$ cat config.mk
export PLATFORM = sky130hd
export DESIGN_NAME = pwm_oc_bank
export DESIGN_NICKNAME = d
export VERILOG_FILES = /design/src/rtl/pwm_oc_pkg.sv /design/src/rtl/pwm_oc_chan.sv /design/src/rtl/pwm_oc_bank.sv
export SDC_FILE = /design/constraint.sdc
export NUM_CORES = 1
export LEC_CHECK = 0
export CAP_MARGIN = 30
export CELL_PAD_IN_SITES_DETAIL_PLACEMENT = 1
export CELL_PAD_IN_SITES_GLOBAL_PLACEMENT = 2
export CORE_MARGIN = 2
export CORE_UTILIZATION = 35
export DETAILED_ROUTE_END_ITERATION = 16
export GPL_ROUTABILITY_DRIVEN = 0
export GPL_TIMING_DRIVEN = 1
export PLACE_DENSITY_LB_ADDON = 0.1
export SLEW_MARGIN = 20
export SYNTH_ARGS = -nofsm -noshare
export SYNTH_HDL_FRONTEND = slang
export SYNTH_SLANG_ARGS = --single-unit
$ cat constraint.sdc
create_clock -name clk -period 2.11 [get_ports clk]
set_input_delay 0.211 -clock clk [delete_from_list [all_inputs] [get_ports clk]]
set_output_delay 0.211 -clock clk [all_outputs]
set_load 0.03 [all_outputs]
$ cat src/rtl/pwm_oc_pkg.sv
// Shared constants, types and helpers for the output-compare PWM bank.
// Pulls the default timebase width and channel count into one place.
package pwm_oc_pkg;

  localparam int PWM_TB_WIDTH_DEF = 17;
  localparam int PWM_NCH_DEF      = 4;

  localparam int PWM_CMP_W = PWM_TB_WIDTH_DEF;

  // cmpL carries one extra LSB: the falling-edge half-step bit.
  typedef struct packed {
    logic [PWM_CMP_W-1:0] cmpH;
    logic [PWM_CMP_W:0]   cmpL;
  } pwm_cmp_t;

  // Channel-select width; a single channel still needs one select bit.
  function automatic int pwm_chw(input int n);
    return (n > 1) ? $clog2(n) : 1;
  endfunction

endpackage

$ cat src/rtl/pwm_oc_chan.sv
// One output-compare channel: shadow/active compare pair, armed flag and
// the registered I/Q pulse pair with half-step falling edge.
module pwm_oc_chan
  import pwm_oc_pkg::*;
#(
  parameter int WIDTH = PWM_TB_WIDTH_DEF
) (
  input  logic             clk,
  input  logic             rst,
  input  logic [WIDTH-1:0] tb,
  input  logic             en,
  input  logic             wr,
  input  logic [WIDTH-1:0] wr_cmph,
  input  logic [WIDTH:0]   wr_cmpl,
  input  logic             xfer,
  output logic             pwm_i,
  output logic             pwm_q
);

  typedef struct packed {
    logic [WIDTH-1:0] cmph;
    logic [WIDTH:0]   cmpl;
  } cmp_t;

  cmp_t shadow_reg;
  cmp_t active_reg;
  logic armed_reg;
  logic i_reg;
  logic q_reg;
  logic i_next;
  logic q_next;
  logic hit_h;
  logic hit_l;

  assign hit_h = (tb == active_reg.cmph);
  assign hit_l = (tb == active_reg.cmpl[WIDTH:1]);

  always_comb begin
    i_next = i_reg & q_reg;
    q_next = i_reg & q_reg;
    if (hit_h) begin
      i_next = 1'b1;
      q_next = 1'b1;
    end else if (hit_l) begin
      // The half-step bit keeps I up for one more cycle after Q drops.
      i_next = active_reg.cmpl[0];
      q_next = 1'b0;
    end
    if (!en || !armed_reg) begin
      i_next = 1'b0;
      q_next = 1'b0;
    end
  end

  always_ff @(posedge clk or negedge rst) begin
    if (!rst) begin
      shadow_reg <= '0;
      active_reg <= '0;
      armed_reg  <= 1'b0;
      i_reg      <= 1'b0;
      q_reg      <= 1'b0;
    end else begin
      if (wr) begin
        shadow_reg.cmph <= wr_cmph;
        shadow_reg.cmpl <= wr_cmpl;
      end
      if (xfer) begin
        active_reg <= shadow_reg;
        armed_reg  <= 1'b1;
      end
      i_reg <= i_next;
      q_reg <= q_next;
    end
  end

  assign pwm_i = i_reg;
  assign pwm_q = q_reg;

endmodule

$ cat src/rtl/pwm_oc_bank.sv
// Multi-channel double-buffered output-compare PWM bank. Owns the commit
// handshake and broadcasts a transfer strobe to every channel at wrap.
module pwm_oc_bank
  import pwm_oc_pkg::*;
#(
  parameter  int WIDTH = PWM_TB_WIDTH_DEF,
  parameter  int NCH   = PWM_NCH_DEF,
  localparam int CHW   = pwm_chw(NCH)
) (
  input  logic             clk,
  input  logic             rst,
  input  logic [WIDTH-1:0] tb,
  input  logic             en,
  input  logic             wr_valid,
  output logic             wr_ready,
  input  logic [CHW-1:0]   wr_ch,
  input  logic [WIDTH-1:0] wr_cmpH,
  input  logic [WIDTH:0]   wr_cmpL,
  input  logic             commit,
  output logic             pending,
  output logic             upd,
  output logic [NCH-1:0]   pwmI,
  output logic [NCH-1:0]   pwmQ
);

  logic pending_reg;
  logic upd_reg;
  logic tb_wrap;
  logic xfer;
  logic wr_accept;

  assign tb_wrap   = (tb == '0);
  assign xfer      = pending_reg && tb_wrap;
  assign wr_ready  = !pending_reg;
  assign wr_accept = wr_valid && wr_ready;
  assign pending   = pending_reg;
  assign upd       = upd_reg;

  // Once pending, only the wrap clears it; extra commits are ignored.
  always_ff @(posedge clk or negedge rst) begin
    if (!rst) begin
      pending_reg <= 1'b0;
      upd_reg     <= 1'b0;
    end else begin
      if (pending_reg) begin
        pending_reg <= !tb_wrap;
      end else begin
        pending_reg <= commit;
      end
      upd_reg <= xfer;
    end
  end

  // Select codes at or above NCH match no channel, so those writes vanish.
  for (genvar gi = 0; gi < NCH; gi++) begin : g_chan
    logic wr_hit;
    assign wr_hit = wr_accept && (wr_ch == CHW'(gi));

    pwm_oc_chan #(
      .WIDTH(WIDTH)
    ) u_chan (
      .clk    (clk),
      .rst    (rst),
      .tb     (tb),
      .en     (en),
      .wr     (wr_hit),
      .wr_cmph(wr_cmpH),
      .wr_cmpl(wr_cmpL),
      .xfer   (xfer),
      .pwm_i  (pwmI[gi]),
      .pwm_q  (pwmQ[gi])
    );
  end

endmodule

==> summary.txt, run 1 <==
Status
  • Status: finished clean

Logic synthesis
  • Netlist Area Pre-Place: 0.0125 mm²
  • Post-synthesis sequential area ratio: 0.585
  • Post-Syn Area per Cell: 14.7 µm²
  • Mapped Cells: 848
  • Largest cells by area after synthesis: dfrtp_1 58%, mux2_2 18%, mux2_1 7.1%
  • Netlist cell types: 25
  • Number of synthesized register bits: between 200 and 300
  • Synth top area share: 0.585
  • Cell taking the most area after synthesis: dfrtp_1
  • Syn_nets: 907
  • Yosys warning count: 0

Worst setup path
  • CP Max Fanout: 24
  • Startpoint Class: primary input
  • Critical Path Sink Type: register
  • Crit Path Category: in2reg
  • Worst Path Required: 2480 ps
  • Arrival time of the worst setup path: 2370 ps

STA
  • Max Fclk: 499 MHz
  • Setup TNS: 0 ps
  • Tmin final: 2000 ps
  • Worst-margin pin slew: 506 ps
  • Clk_skew: 19.9 ps
  • Max-slew violations: 0
  • Relative slew slack: 0.660
  • Setup violators final: 0
  • Final hold slack: approximately 270 ps
  • Period utilization: 0.949
  • Hold Fails Final Rpt: 0
  • RSZ-0062 raised after global routing: no
  • Worst setup margin: 107 ps

Floorplan
  • Chip height: ~190 µm
  • Standard-cell rows: slightly below 70
  • Chip Width: 193 µm
  • Core Footprint: around 0.035 mm²
  • Die ar.: 0.0371 mm²
  • I/O Pins: 70
  • Starting Density: 0.353

Clock tree
  • Root Buffer: clkbuf_16
  • TritonCTS buffer count: 35
  • Clk Latency, worst-skew pair: just over 500 ps
  • Clock sinks: 291
  • # Post-CTS Setup Buffers: 0
  • Max H-tree Level: 2
  • Clock Pin Slew Worst Setup and Hold Paths: ~50 ps
  • CTS tree: built
  • Clk buf depth: 3

Drt
  • Post-DRT Antenna Nets: 0
  • Detailed-route via count: 7,128
  • DR WL/cell: ~24 µm
  • Iteration-0 DRC Markers: between 200 and 250
  • Vias per cell: ~5
  • DRC Markers: 0
  • DRT Pass-1 Iters: 4
  • Routed WL: roughly 34 mm

Global route
  • Initial antenna violation count: 1
  • First-pass GRT wire length: 52.5 mm
  • Largest net degree at the start of global routing: 63
  • Vias in the first global route: 8,299
  • Tot GR Track Use: 0.193
  • GRT overflow: 0

Layout
  • Area Overhead vs Synth: 23.0%
  • Fill cell count: 3,538
  • Finished Cell Area: about 0.015 mm²
  • Non-filler cells, final: around 1,400
  • Nets: 1,022
  • Share of layout cells above drive strength 1: 0.335
  • Ant diodes: 0

Power and ir drop
  • Power Density: between 800 and 900 mW/mm²
  • Max IR drop VDD: roughly 600 µV
  • Leakage: about 7.5 nW

Placed design
  • Dpl ws: -654 ps
  • Port bufs: 69
  • Placed inst area: about 0.014 mm²
  • HPWL after DPL: between 20 and 25 mm
  • Placed cell count: 1,386

Worst hold path
  • HP Class: in2async

Run
  • Max Cap Viol: 0
## repair_timing
action                     4_1_cts  5_1_grt
hold buffers                     1        0
gates resized for setup          1        2
hold endpoints to repair        49        0
setup endpoints to repair      139       36
## cell usage in the layout (no fill, tap or decap), types with 10 or more instances in the layout
cell type,count
dfrtp_1,290
mux2_2,202
mux2_1,78
xor2_1,72
clkdlybuf4s50_1,68
xnor2_1,64
buf_4,49
clkbuf_16,37
nand4_1,21
nor4_1,17
buf_12,14
nand2_1,10
## stage by stage
stage	util	power, mW
4_1_cts	0.433	12.8
6_report	0.434	12.6
5_1_grt	0.434	13.1
3_5_place_dp	0.399	6.65
3_3_place_gp	0.399	6.62
2_1_floorplan	-	6.16
## routing by layer
| metal | track usage | share of wire | vias to the layer above |
|---|---|---|---|
| met4 | 0.0517 | 0.023 | 0 |
| met2 | 0.351 | 0.53 | 116 |
| met5 | 0 | 0 | - |
| li1 | - | - | 3193 |
| met1 | 0.240 | 0.41 | 3766 |
| met3 | 0.0242 | 0.042 | 53 |
## worst paths after layout
kind,startpoint,endpoint,slack [ps],cells after the start
max in group asynchronous,rst,g_chan[3].u_chan.shadow_reg[23]$_DFFE_PN0P_,1120,3
min in group clk,commit,pending$_DFF_PN0_,310,3
setup / recovery,tb[4],g_chan[2].u_chan.active_reg[12]$_DFFE_PN0P_,110,6
hold reg to reg,g_chan[1].u_chan.armed_reg$_DFFE_PN0P_,g_chan[1].u_chan.armed_reg$_DFFE_PN0P_,470,1
setup reg to reg,pending$_DFF_PN0_,g_chan[2].u_chan.active_reg[12]$_DFFE_PN0P_,170,7
hold / removal,rst,g_chan[0].u_chan.active_reg[5]$_DFFE_PN0P_,270,2
## worst max-delay path, cell delays in order
cell	delay [ps]
clkdlybuf4s50_1	510
or4_1	630
nor3_4	210
buf_4	220
buf_12	200
mux2_1	360
## cells in the mapped netlist (all sizes together)
cell,number
or3,4
nor2,7
mux2,280
nor4,19
clkbuf,27
inv,1
buf,28
dfrtp,291
nand2,10
nand3,8
nand4,21
or4,1
o2111ai,4
nor4bb,2
or2,1
xor2,72
and2,1
nor4b,1
xnor2,64
nor3,6
## where the power goes
group          total, mW  switching (mW)  internal (mW)
Clock               6.10            2.30           3.80
Combinational      0.735           0.391          0.343
Sequential          5.81          0.0812           5.73
Total               12.6            2.77           9.87
## final cells by class
class / instances / area (µm²) / share of cell area
clock buffer: 49 / 1040 / 0.0680
inverter: 1 / 7.51 / 0.000490
clock inverter: 12 / 138 / 0.00899
multi-input combinational: 501 / 4910 / 0.321
tap: 461 / 577 / 0.0377
sequential: 291 / 7280 / 0.476
timing repair buffer: 133 / 1350 / 0.0884
## cell families (layout without fill, tap and decap cells)
logic type,after synthesis,in the layout,synth area share
simple gates,81,81,0.0382
buf+inv,56,195,0.0256
flops,291,291,0.585
mux,280,280,0.253
xor+xnor,136,136,0.0956
compound gates,4,4,0.00281
Power figures use the tool's default switching activity.
==> run 2: changes to the inputs <==
--- a/config.mk
+++ b/config.mk
@@ -5,7 +5,7 @@
 export SDC_FILE = /design/constraint.sdc
 export NUM_CORES = 1
 export LEC_CHECK = 0
-export CAP_MARGIN = 30
+export CAP_MARGIN = 10
 export CELL_PAD_IN_SITES_DETAIL_PLACEMENT = 1
 export CELL_PAD_IN_SITES_GLOBAL_PLACEMENT = 2
 export CORE_MARGIN = 2
==> results of run 2 <==
Same layout as run 1: the final DEF is identical, and so are final timing and power.
==> run 3: changes to the inputs <==
--- a/config.mk
+++ b/config.mk
@@ -13,7 +13,7 @@
 export DETAILED_ROUTE_END_ITERATION = 16
 export GPL_ROUTABILITY_DRIVEN = 0
 export GPL_TIMING_DRIVEN = 1
-export PLACE_DENSITY_LB_ADDON = 0.1
+export PLACE_DENSITY_LB_ADDON = 0.12
 export SLEW_MARGIN = 20
 export SYNTH_ARGS = -nofsm -noshare
 export SYNTH_HDL_FRONTEND = slang
==> summary.txt, run 3 (synthesis results as in run 1) <==
Status
  • Status: finished clean

Clock tree
  • Clk Latency, worst-skew pair: 510 ps (about the same)
  • Clock sinks: 291 (unchanged)
  • Clock Pin Slew Worst Setup and Hold Paths: 50 ps (about the same)
  • Clk buf depth: 3 (unchanged)
  • Max H-tree Level: 2 (unchanged)
  • CTS tree: built
  • Root Buffer: clkbuf_16
  • TritonCTS buffer count: 34 (-2.9%)
  • # Post-CTS Setup Buffers: 0 (unchanged)

Worst setup path
  • RR Endpoint: g_chan[1].u_chan.active_reg[26]$_DFFE_PN0P_
  • Critical Path Sink Type: output port
  • Reg-to-reg setup timing slack: 190 ps (+20 ps)
  • Crit Path Category: reg2out
  • Worst Setup EP: pending
  • Startpoint Class: register
  • Worst path slowest cell: clkdlybuf4s50_1
  • CP Cell Sequence: buf_4 -> clkdlybuf4s50_1
  • CP Max Fanout: 5 (-79%)
  • Max incr delay on CP: 680 ps (+50 ps)
  • Setup crit start: pending$_DFF_PN0_
  • Worst Path Required: 1900 ps (-580 ps)
  • Reg2reg start: pending$_DFF_PN0_
  • Cell count of the worst reg-to-reg path: 7 (unchanged)
  • Arrival time of the worst setup path: 1750 ps (-620 ps)

Drt
  • Post-DRT Antenna Nets: 0 (unchanged)
  • DR WL/cell: 23.2 µm (-1.4%)
  • Detailed-route via count: 7,136 (+0.11%)
  • Iteration-0 DRC Markers: 212 (-7.0%)
  • Routed WL: 33.8 mm (-0.97%)
  • DRT Pass-1 Iters: 4 (unchanged)
  • DRC Markers: 0 (unchanged)
  • Vias per cell: 4.91 (-0.30%)

STA
  • Hold Fails Final Rpt: 0 (unchanged)
  • Max Fclk: 511 MHz (+2.4%)
  • Setup violators final: 0 (unchanged)
  • Worst-margin pin slew: 628 ps (+122 ps)
  • Period utilization: 0.927 (-0.0219)
  • Relative slew slack: 0.581 (-0.0784)
  • Tmin final: 1960 ps (-46.2 ps)
  • RSZ-0062 raised after global routing: no
  • Setup TNS: 0 ps (unchanged)
  • Max-slew violations: 0 (unchanged)
  • Clk_skew: 9.52 ps (-10.4 ps)

Layout
  • Finished Cell Area: 0.0154 mm² (+0.26%)
  • Area Overhead vs Synth: 23.3%
  • Non-filler cells, final: 1,454 (+0.41%)
  • Share of layout cells above drive strength 1: 0.332 (-0.00303)
  • Nets: 1,028 (+0.59%)
  • Most common cell after layout, fill and taps aside: dfrtp_1
  • Final core occ: 0.435 (+0.00113)
  • Most frequent cells in the layout: 290 x dfrtp_1, 202 x mux2_2, 78 x mux2_1, 72 x xor2_1, 68 x clkdlybuf4s50_1
  • Ant diodes: 0 (unchanged)

Floorplan
  • Chip Width: 193 µm (unchanged)
  • Die ar.: 0.0371 mm² (unchanged)
  • Starting Density: 0.353 (unchanged)
  • Standard-cell rows: 69 (unchanged)
  • I/O Pins: 70 (unchanged)
  • Core Footprint: 0.0353 mm² (unchanged)
  • Chip height: 193 µm (unchanged)

Global route
  • Tot GR Track Use: 0.192 (-0.00132)
  • First-pass GRT wire length: 52.2 mm (-0.62%)
  • GRT overflow: 0 (unchanged)
  • Initial antenna violation count: 0 (-1)
  • Vias in the first global route: 8,310 (+0.13%)
  • Largest net degree at the start of global routing: 71 (+13%)

Power and ir drop
  • Pwr Total: 12.5 mW (-0.86%)
  • Max IR drop VDD: 590 µV (-2.9%)
  • Leakage: 7.47 nW (+0.23%)
  • Power Density: 816 mW/mm² (-1.1%)

Placed design
  • Port bufs: 69 (unchanged)
  • HPWL after DPL: 24.2 mm (-1.1%)
  • Placed cell count: 1,393 (+0.51%)
  • Placed inst area: 0.0142 mm² (+0.64%)

Worst hold path
  • HP Class: in2async

Run
  • Max Cap Viol: 0 (unchanged)
==> run 3: stage by stage <==
stage / hold WS, ps / setup slack, ps
global route: 315 / 87.2
detailed placement: 241 / -462
CTS: 305 / 52.3
global placement: 237 / -491
finish: 295 / 153
floorplan: -84.6 / 61.9
==> run 3: area by class of cell <==
cell class / count / area [µm²]
Multi-Input combinational cell: 501 / 4900
Timing Repair Buffer: 140 / 1440
Clock buffer: 52 / 1000
Sequential cell: 291 / 7280
Clock inverter: 8 / 144
Tap cell: 461 / 577
Inverter: 1 / 7.51
Fill cell: 3473 / 20000
==> run 3: worst max-delay path, delay by kind of cell, from the launching register on <==
| family | cells | cell delay, ps |
|---|---|---|
| buffers and inverters | 2 | 850 |
| DFF | 1 | 390 |
==> run 3: worst min-delay path by stage <==
stage,startpoint,end,cells past startpoint
3_5_place_dp,rst,g_chan[1].u_chan.shadow_reg[5]$_DFFE_PN0P_,1
3_3_place_gp,rst,g_chan[3].u_chan.shadow_reg[5]$_DFFE_PN0P_,1
4_1_cts,rst,g_chan[1].u_chan.shadow_reg[5]$_DFFE_PN0P_,2
5_1_grt,commit,pending$_DFF_PN0_,3
2_1_floorplan,rst,g_chan[0].u_chan.active_reg[0]$_DFFE_PN0P_,0
6_report,rst,g_chan[0].u_chan.active_reg[3]$_DFFE_PN0P_,2
==> run 3: power by group <==
part / internal [mW] / switching [mW]
sequential: 5.73 / 0.0808
clock: 3.75 / 2.24
combinational: 0.350 / 0.383
total: 9.83 / 2.70
==> run 3: metal layers <==
metal / wire length, µm / track usage / up-vias / share of wire
met1: 14000 / 0.231 / 3784 / 0.41
met2: 18000 / 0.353 / 105 / 0.53
met3: 950 / 0.0269 / 48 / 0.028
li1: - / - / 3199 / -
met5: 0 / 0 / - / 0
met4: 828 / 0.0564 / 0 / 0.025
==> run 3: repair_timing <==
item / 4_1_cts / 5_1_grt
setup endpoints to repair: 0 / 19
hold buffers: 1 / 0
resized for setup: 0 / 1
hold endpoints to repair: 61 / 0
